File: config.mk
export PLATFORM = sky130hd
export DESIGN_NAME = permute_control
export DESIGN_NICKNAME = d
export VERILOG_FILES = /design/src/rtl/permute_control.sv
export SDC_FILE = /design/constraint.sdc
export NUM_CORES = 1
export LEC_CHECK = 0
export ABC_AREA = 0
export CORE_MARGIN = 2
export CORE_UTILIZATION = 44
export CTS_CLUSTER_DIAMETER = 120
export DETAILED_ROUTE_END_ITERATION = 10
export PLACE_DENSITY = 0.76
export SLEW_MARGIN = 5
export SYNTH_ARGS = -nofsm -noshare
export SYNTH_HDL_FRONTEND = slang
export SYNTH_SLANG_ARGS = --single-unit
File: constraint.sdc
create_clock -name clk -period 1.5 [get_ports clk]
set_input_delay 0.3 -clock clk [delete_from_list [all_inputs] [get_ports clk]]
set_output_delay 0.3 -clock clk [all_outputs]
set_load 0.05 [all_outputs]
File: src/rtl/permute_control.sv
// Sequencing FSM for the Keccak permute datapath: absorbs rate blocks, runs
// NUM_ROUNDS-round permutations, squeezes rate blocks, and shadows round_done.
module permute_control #(
  parameter int NUM_ROUNDS = 24
) (
  input  logic       clk,
  input  logic       rst,
  input  logic       in_valid,
  input  logic       in_last,
  output logic       in_ready,
  output logic       copy_control_regs_en,
  output logic       absorb_enable,
  output logic       round_en,
  output logic       state_clear,
  input  logic       round_done,
  input  logic       last_output_block,
  output logic       out_valid,
  output logic       out_last,
  input  logic       out_ready,
  output logic       output_count_en,
  output logic       busy,
  output logic       protocol_error,
  output logic [1:0] dbg_state
);

  localparam int RW = $clog2(NUM_ROUNDS);
  localparam logic [RW-1:0] RLAST = RW'(NUM_ROUNDS - 1);

  typedef enum logic [1:0] {IDLE, PERMUTE, WAIT_IN, SQUEEZE} state_e;
  typedef enum logic {PH_ABSORB, PH_SQUEEZE} phase_e;

  state_e        state_q;
  phase_e        phase_q;
  logic          last_in_q;
  logic [RW-1:0] rcnt_q;
  logic          perr_q;

  logic accept;
  logic round_mis;

  // Handshakes: a block moves when valid and ready are both high in the same
  // cycle; valid never depends on ready, and ready is only raised while idle
  // or waiting for the next absorb block.
  always_comb begin
    in_ready             = 1'b0;
    copy_control_regs_en = 1'b0;
    absorb_enable        = 1'b0;
    round_en             = 1'b0;
    state_clear          = 1'b0;
    out_valid            = 1'b0;
    out_last             = 1'b0;
    output_count_en      = 1'b0;
    busy                 = 1'b0;
    protocol_error       = 1'b0;
    dbg_state            = 2'b00;
    accept               = 1'b0;
    if (!rst) begin
      busy           = (state_q != IDLE);
      protocol_error = perr_q;
      dbg_state      = state_q;
      case (state_q)
        IDLE: begin
          in_ready             = 1'b1;
          accept               = in_valid;
          copy_control_regs_en = in_valid;
          absorb_enable        = in_valid;
          round_en             = in_valid;
          state_clear          = !in_valid;
        end
        PERMUTE: begin
          round_en = 1'b1;
        end
        WAIT_IN: begin
          in_ready      = 1'b1;
          accept        = in_valid;
          absorb_enable = in_valid;
          round_en      = in_valid;
        end
        SQUEEZE: begin
          out_valid       = 1'b1;
          out_last        = last_output_block;
          output_count_en = out_ready;
          round_en        = out_ready && !last_output_block;
        end
        default: ;
      endcase
    end
  end

  // rcnt_q is the index of the round being applied, so the datapath must flag
  // its last round exactly when the shadow count reaches NUM_ROUNDS-1.
  assign round_mis = round_en && (round_done != (rcnt_q == RLAST));

  always_ff @(posedge clk) begin
    if (rst) begin
      state_q   <= IDLE;
      phase_q   <= PH_ABSORB;
      last_in_q <= 1'b0;
      rcnt_q    <= '0;
      perr_q    <= 1'b0;
    end else begin
      if (round_mis) perr_q <= 1'b1;
      case (state_q)
        IDLE, WAIT_IN: begin
          if (accept) begin
            last_in_q <= in_last;
            rcnt_q    <= RW'(1);
            state_q   <= PERMUTE;
            if (state_q == IDLE) phase_q <= PH_ABSORB;
          end
        end
        PERMUTE: begin
          if (rcnt_q == RLAST) begin
            rcnt_q <= '0;
            if (phase_q == PH_ABSORB && !last_in_q) begin
              state_q <= WAIT_IN;
            end else begin
              phase_q <= PH_SQUEEZE;
              state_q <= SQUEEZE;
            end
          end else begin
            rcnt_q <= rcnt_q + RW'(1);
          end
        end
        SQUEEZE: begin
          if (out_ready) begin
            if (last_output_block) begin
              state_q <= IDLE;
            end else begin
              rcnt_q  <= RW'(1);
              state_q <= PERMUTE;
            end
          end
        end
        default: state_q <= IDLE;
      endcase
    end
  end

endmodule

==> summary.txt, run 1 <==
Run status
  – Status: finished, violations left
  – Violated checks: setup timing

Timing
  – Max Slew Vio Count: 0
  – Post-route minimum period: between 1.5 and 2 ns
  – Worst Skew: roughly 0.011 ns
  – Total Negative Setup Slacks: -0.226 ns
  – Slack of the critical path: -0.0483 ns
  – Rel. slew slack: 0.800
  – Period Utilization, post-route: 1.03
  – Fmax: 646 MHz
  – Hold Vio Cnt, Final: 0
  – Setup violations, final: 7
  – Tightest Pin Transition: approximately 0.30 ns
  – Unrepaired setup endpoints after global routing: yes

Setup path
  – R2r setup slk: about 0.04 ns
  – Startpoint Class: register
  – Critical path, cell by cell: buf_6 -> buf_4 -> and3_4 -> buf_12
  – Crit Path Class: reg2out
  – CP max stage cell: dfxtp_4
  – CP required: between 1 and 1.5 ns
  – WP data arrival: 1.25 ns
  – Max Fanout on Critical Path: 5
  – CP Buf/Inv Count: 3
  – Worst Setup End Kind: output port
  – Reg2reg end: state_q[1]
  – Delay-heaviest family, CP: buffers and inverters
  – Reg2reg start: state_q[0]
  – Reg2Reg Depth: 5
  – Slowest stage delay, CP: ~0.38 ns

Place
  – Dpl cells: roughly 110
  – Placed cell areas: 0.00101 sq mm
  – Routability cong.: 0.766
  – Port Buffers: 18
  – Final HPWL DP: roughly 1200 um
  – Pre-CTS setup slack: -0.302 ns

Clock network
  – Clk buf depth: 2
  – CTS Buf Count: 3
  – CTS Hold Bufs: 0
  – Clock sinks: 10
  – Root Driver: clkbuf_4
  – Worst skew pair latency: 0.27 ns
  – Depth of the CTS H-tree: 1
  – Clock Pin Slew Worst Setup and Hold Paths: approximately 0.070 ns
  – CTS tree: done

Floorplan
  – Initial Util: 0.478
  – I/O pin count: 19
  – Std-Cell Rows: 13
  – Die Y: 41.8 um
  – Die area: about 0.0017 sq mm
  – Core area: about 0.0013 sq mm
  – Chip Width: about 42 um

Job
  – MaxCap Viol Count: 0

Layout
  – Fraction of layout cells with a size suffix above 1: 0.570
  – Total Nets Final: 116
  – Layout fillers: 57
  – Post-Layout Cell Count: about 120
  – Final Core Density: 0.895
  – Ant diodes: 0
  – P&R area growth vs syn: 87.3%
  – Final instance area: ~0.0012 sq mm

Logic synthesis
  – Yosys Warn Count: 0
  – Synthesized instance count: 69
  – Post-Syn Nets: 77
  – Seq/Total Area, Yosys: 0.318
  – Avg Inst Size Synth: between 9 and 10 sq um
  – Post-synth EDFFs: 0
  – Synth Cell Area: approximately 630 sq um
  – Synth Register Bits: 10
  – Distinct cells, synth: 38
  – Synth Flop Type: dfxtp_1
  – Async set-reset flop share out of synthesis: 0

Detailed routing
  – Drt via density: 5.97
  – Residual DRC count: 0
  – WL final: 2200 um
  – Routed WL per cell: ~18 um
  – DR iter-0 viols: 33
  – DRT Pass-1 Iters: 4
  – Final ANT Viol Nets: 0
  – DR vias: around 730

Power and ir drop
  – Int Pwr: 595 uW
  – Combinational share of power: 0.392
  – Clock power frac: 0.271
  – Seq pwr share: 0.338
  – Switching power: about 280 uW
  – Peak supply drop: 0.601 mV
  – PwrDens: 740 mW/mm^2
  – Net Sw Frac: 0.318
  – Pleak: between 0.5 and 0.6 nW

Min path
  – Hold Path Class: reg2reg
  – Worst Hold Depth: 1
  – WHS Endpoint: rcnt_q[4]
  – Worst Hold Launch: rcnt_q[4]

GRT
  – Met1 usage: 0.281
  – Gr busiest metal: met2
  – Met3 usage: 0.0870
  – GRT Util Overall: 0.241
  – Largest net degree at the start of global routing: 10
  – Total grt overflow: 0
  – Vias in the first global route: approximately 660
  – Antenna violations before repair: 0
  – GR Layer Usage met2: 0.384
  – First-pass GRT wire length: 3080 um
## power groups by stage
stage | Combinational (mW) | Sequential (mW) | Clock, mW
final | 0.341 | 0.295 | 0.236
after global routing | 0.356 | 0.296 | 0.253
after CTS | 0.317 | 0.291 | 0.242
after detailed placement | 0.279 | 0.300 | 0
after global placement | 0.273 | 0.298 | 0
after floorplan | 0.159 | 0.296 | 0
## per-layer routing
layer	vias up	share of wire
li1	325	-
met1	338	0.36
met2	47	0.50
met3	18	0.076
met4	0	0.061
met5	-	0
## metrics by stage
stage,power (mW),hold WS (ns)
2_1_floorplan,0.455,0.447
3_3_place_gp,0.572,0.471
3_5_place_dp,0.578,0.481
4_1_cts,0.850,0.491
5_1_grt,0.904,0.525
6_report,0.872,0.492
## cell type report
type	instances	area, sq um	area share
Timing Repair Buffer	38	450	0.382
Inverter	1	3.75	0.00318
Multi-Input combinational cell	54	462	0.392
Sequential cell	10	208	0.176
Clock buffer	4	36.3	0.0308
Tap cell	15	18.8	0.0159
## worst register-to-register path, stage by stage, from the launching register on
cell	delay, ns
dfxtp_4	0.36
buf_6	0.14
buf_4	0.13
buf_4	0.14
or3b_1	0.39
a31oi_1	0.21
## what timing repair did
| item | CTS | global route |
|---|---|---|
| endpoints found under the setup margin | 11 | 17 |
| cloned | 0 | 0 |
| pin swaps | 4 | 6 |
| gates resized for setup | 22 | 5 |
| buffers inserted | 7 | 2 |
## cell usage after synthesis, types with 2 or more instances
cell	count	area (sq um)
nor2_1	5	18.8
nand2_1	4	15.0
nor2_2	2	12.5
nor3_1	3	15.0
buf_6	3	33.8
and3_1	2	12.5
a31oi_1	3	18.8
a22o_1	2	17.5
and2b_1	3	22.5
dfxtp_1	10	200
a21o_1	2	15.0
nand2b_1	3	18.8
nor2b_1	2	12.5
## cell families after synthesis
kind of cell	share of synthesized area
mux	0.0159
flops	0.318
compound gates	0.197
xor+xnor	0.0278
buf+inv	0.0716
fa+ha+maj	0.0199
simple gates	0.350
## worst max-delay path by stage
stage | from | end | slack, ns | cells past startpoint
final | state_q[0] | out_last | -0.05 | 4
after global routing | state_q[0] | copy_control_regs_en | -0.08 | 3
after CTS | state_q[0] | round_en | -0.07 | 4
after detailed placement | in_valid | round_en | -0.30 | 5
after global placement | rst | busy | -0.25 | 4
after floorplan | state_q[0] | state_clear | -0.26 | 2
## cells in the final DEF (no fill, tap or decap), types with 3 or more instances in the layout
master / synthesis / layout
buf_4: 1 / 18
buf_12: 0 / 11
dfxtp_1: 10 / 8
nor2_1: 5 / 4
nand2_1: 4 / 4
nor3_1: 3 / 3
clkbuf_4: 0 / 3
dlygate4sd2_1: 0 / 3
## sequential cells by signal, summed over array words and instances (netlist names)
name and cells:
rcnt_q 5, state_q 2, last_in_q 1, perr_q 1
phase_q 1
Note: power is estimated with default switching activity, not from simulation.
==> run 2: changes to the inputs <==
PLACE_DENSITY = default   (was 0.76)
PLACE_DENSITY_LB_ADDON = 0.08   (was default)
==> run 2 against run 1 <==
  * The flow still finishes with violations (setup timing)
  * Clock skew down 0.011 ns
  * Clock power up 8.9%
  * Via count down 0.82%
  * Sequential power up 1%
  * Wire length up 8.3%
  * Sequential share of layout area up 0.35 points
  * Critical path type unchanged
  * Largest cell class unchanged
  * Design area down 1.4%
  * Register-to-register slack about the same
==> summary.txt, run 2 (synthesis gave the netlist of run 1 again) <==
Timing
  – Setup violations, final: 8
  – Max Slew Vio Count: 0
  – Total Negative Setup Slacks: -0.565 ns
  – Fmax: roughly 630 MHz
  – Slack of the critical path: -0.0980 ns
  – Worst Skew: between 0.0004 and 0.0005 ns
  – Hold Vio Cnt, Final: 0
  – Fin Hold WS: between 0.5 and 0.6 ns
  – Post-route minimum period: about 1.6 ns
  – Period Utilization, post-route: 1.07
  – Rel. slew slack: 0.747
  – Tightest Pin Transition: approximately 0.38 ns
  – Unrepaired setup endpoints after global routing: yes

Clock network
  – Worst skew pair latency: roughly 0.28 ns
  – CTS tree: done
  – CTS Buf Count: 3
  – Root Driver: clkbuf_4
  – Clock sinks: 10
  – Clock Pin Slew Worst Setup and Hold Paths: 0.07 ns
  – Depth of the CTS H-tree: 1
  – Clk buf depth: 2

Layout
  – Total Nets Final: approximately 110
  – Number of flip-flops in the largest register: 5
  – Largest regs: rcnt_q: 5 flops, state_q: 2 flops
  – Fraction of layout cells with a size suffix above 1: 0.548
  – P&R area growth vs syn: 84.7%
  – Most frequent cells in the layout: buf_4, buf_12, dfxtp_1
  – Final Core Density: 0.882
  – Largest Register: rcnt_q
  – Most common cell after layout, fill and taps aside: buf_4
  – Ant diodes: 0

Power and ir drop
  – Total power: approximately 880 uW
  – PwrDens: roughly 760 mW/mm^2
  – Pleak: 0.496 nW
  – Peak supply drop: 0.594 mV

Floorplan
  – Die Y: approximately 42 um
  – Initial Util: 0.478
  – Core area: approximately 0.0013 sq mm
  – Chip Width: roughly 42 um
  – Die area: ~0.0017 sq mm
  – I/O pin count: 19
  – Std-Cell Rows: 13

Detailed routing
  – WL final: 2390 um
  – Final ANT Viol Nets: 0
  – Routed WL per cell: 20.1 um
  – Drt via density: between 6 and 7
  – DR iter-0 viols: 18
  – DR vias: ~720
  – DRT Pass-1 Iters: 4
  – Residual DRC count: 0

Place
  – Port Buffers: 18
  – Routability cong.: 0.742
  – Final HPWL DP: about 1200 um

Setup path
  – Startpoint Class: register
  – Slowest stage delay, CP: 0.41 ns
  – Worst Setup End Kind: output port
  – CP max stage cell: dfxtp_4
  – Critical path, cell by cell: nor2_1 -> a31oi_2 -> and2b_2 -> buf_12
  – Crit Path Class: reg2out
  – Reg2Reg Depth: 7
  – CP required: approximately 1.2 ns
  – WP data arrival: around 1.3 ns
  – Max Fanout on Critical Path: 8

GRT
  – Antenna violations before repair: 0
  – Total grt overflow: 0
  – Largest net degree at the start of global routing: 9
  – Vias in the first global route: a little over 800
  – GRT Util Overall: 0.322
  – First-pass GRT wire length: about 4100 um

Min path
  – Hold Path Class: reg2reg
  – Worst Hold Depth: 2

Job
  – MaxCap Viol Count: 0

Run status
  – Status: finished, violations left
  – Violated checks: setup timing
-- run 2: final cells by class --
class                   count  area [sq um]
inverters                   1          3.75
well taps                  15          18.8
fillers                    62           155
clock buffers               4          36.3
repair buffers             35           437
multi-input cells          54           458
flip-flops and latches     10           209
-- run 2: worst paths after layout --
path | startpoint | endpoint | slack [ns]
setup / recovery | state_q[0] | round_en | -0.1
setup reg to reg | state_q[0] | state_q[0] | 0.03
hold reg to reg | rcnt_q[0] | rcnt_q[0] | 0.52
hold / removal | rcnt_q[0] | rcnt_q[0] | 0.52
-- run 2: stage by stage --
| stage | instances | worst slack [ns] | area (sq um) |
|---|---|---|---|
| after floorplan | 69 | -0.255 | 659 |
| after global placement | 108 | -0.252 | 1000 |
| after detailed placement | 108 | -0.291 | 1000 |
| after CTS | 116 | -0.0936 | 1120 |
| after global routing | 119 | -0.153 | 1160 |
| final | 119 | -0.0980 | 1160 |
-- run 2: metal layers --
metal	up-vias	wire, um	share of wire	GRT usage
met1	331	881	0.37	0.356
met4	0	173	0.073	0.200
met5	-	0	0	0
met3	22	169	0.071	0.100
li1	318	-	-	-
met2	51	1160	0.49	0.531
-- run 2: critical path: cells and delay by family, from the launching register on --
kind                   cells  cell delay (ns)
buffers and inverters      1             0.14
AOI/OAI and AO/OA          1             0.17
DFF                        1             0.41
and+or+nand+nor            2             0.30
-- run 2: power breakdown --
part           switching, mW  internal, mW
logic                  0.165         0.161
registers             0.0202         0.279
clock network          0.109         0.148
total                  0.295         0.588
-- run 2: what timing repair did --
action,4_1_cts,5_1_grt
endpoints found under the setup margin,12,18
setup buffers,4,3
pin swaps,7,2
resized for setup,21,7
hold buffers,0,0
==> patch, RTL diff (config.mk and constraints of run 1) <==
Set the parameter `NUM_ROUNDS` to 36 (it was 24).
--- a/src/rtl/permute_control.sv
+++ b/src/rtl/permute_control.sv
@@ -3,3 +3,3 @@
 module permute_control #(
-  parameter int NUM_ROUNDS = 24
+  parameter int NUM_ROUNDS = 36
 ) (
Formal check against the unedited RTL: no difference found for any inputs over 10 cycles, from zero or initial values and one cycle with rst high; that may be too few to reach the edited logic, so the function may still have changed.
==> patch against run 1 <==
- the flow now stops in clock tree synthesis (4_1_cts)
- area after synthesis rose by 0.20%
==> patch: results (changes against run 1) <==
metric,value,unit,change
First Error,"[ERROR DPL-0038] Utilization greater than 100%, impossible to legalize",,
ranking of synthesized cells by area,"dfxtp_1 35%, nor2_1 6.5%, nor2b_1 6.0%, nor4b_4 3.8%, a21oi_1 3.2%",,
DP HPWL,1800,µm,+46%
Yosys cell types,33,,-13%
Die W,41.9,µm,about the same
Clock Sinks,11,,+1
CTS H-tree lvls,1,,unchanged
clock buffer count from CTS,3,,unchanged
yosys warns,0,,unchanged
Syn Nets,86,,+12%
synthesized-area fraction occupied by adder cells,1.98,%,-0.0039 points
status,aborted with a tool error,,
cts repair resizes,19,,-14%
root buf cell,clkbuf_4,,
Synth top cells by count,"11 x dfxtp_1, 11 x nor2_1, 6 x nor2b_1",,
PortBufs,18,,unchanged
Placed Cells,130,,+19%
XOR/XNOR Fraction of Synth Area,0,%,-2.8 points
CTS max path bufs,2,,unchanged
Post-synth ARST share,0,%,unchanged
# hold bufs at CTS,0,,unchanged
DP Area,1200,µm²,+19%
Halt Stage,clock tree synthesis (4_1_cts),,
multiplexer share of the synthesized area,3.17,%,+1.6 points
sequential fraction of the synthesis area,34.9,%,+3.1 points
Compound-Gate Fraction of Synth Area,20.0,%,+0.36 points
gpl congestion,0.891,,+16%
Synth Area per Inst,8.08,µm²,-11%
number of post-CTS setup repair buffers,5,,-2
[patch: per-stage QoR]
step	utilization [%]	setup WS (ns)	hold WS [ns]	TNS, ns
floorplan	-	-0.0385	0.447	-0.0855
detailed placement	91.0	-0.271	0.516	-3.34
global placement	91.0	-0.235	0.499	-2.76
[patch: kinds of logic after synthesis]
logic type | after synthesis
and+or+nand+nor | 39
AOI/OAI and AO/OA | 19
DFF | 11
buffers and inverters | 6
muxes | 2
adders and majority gates | 1
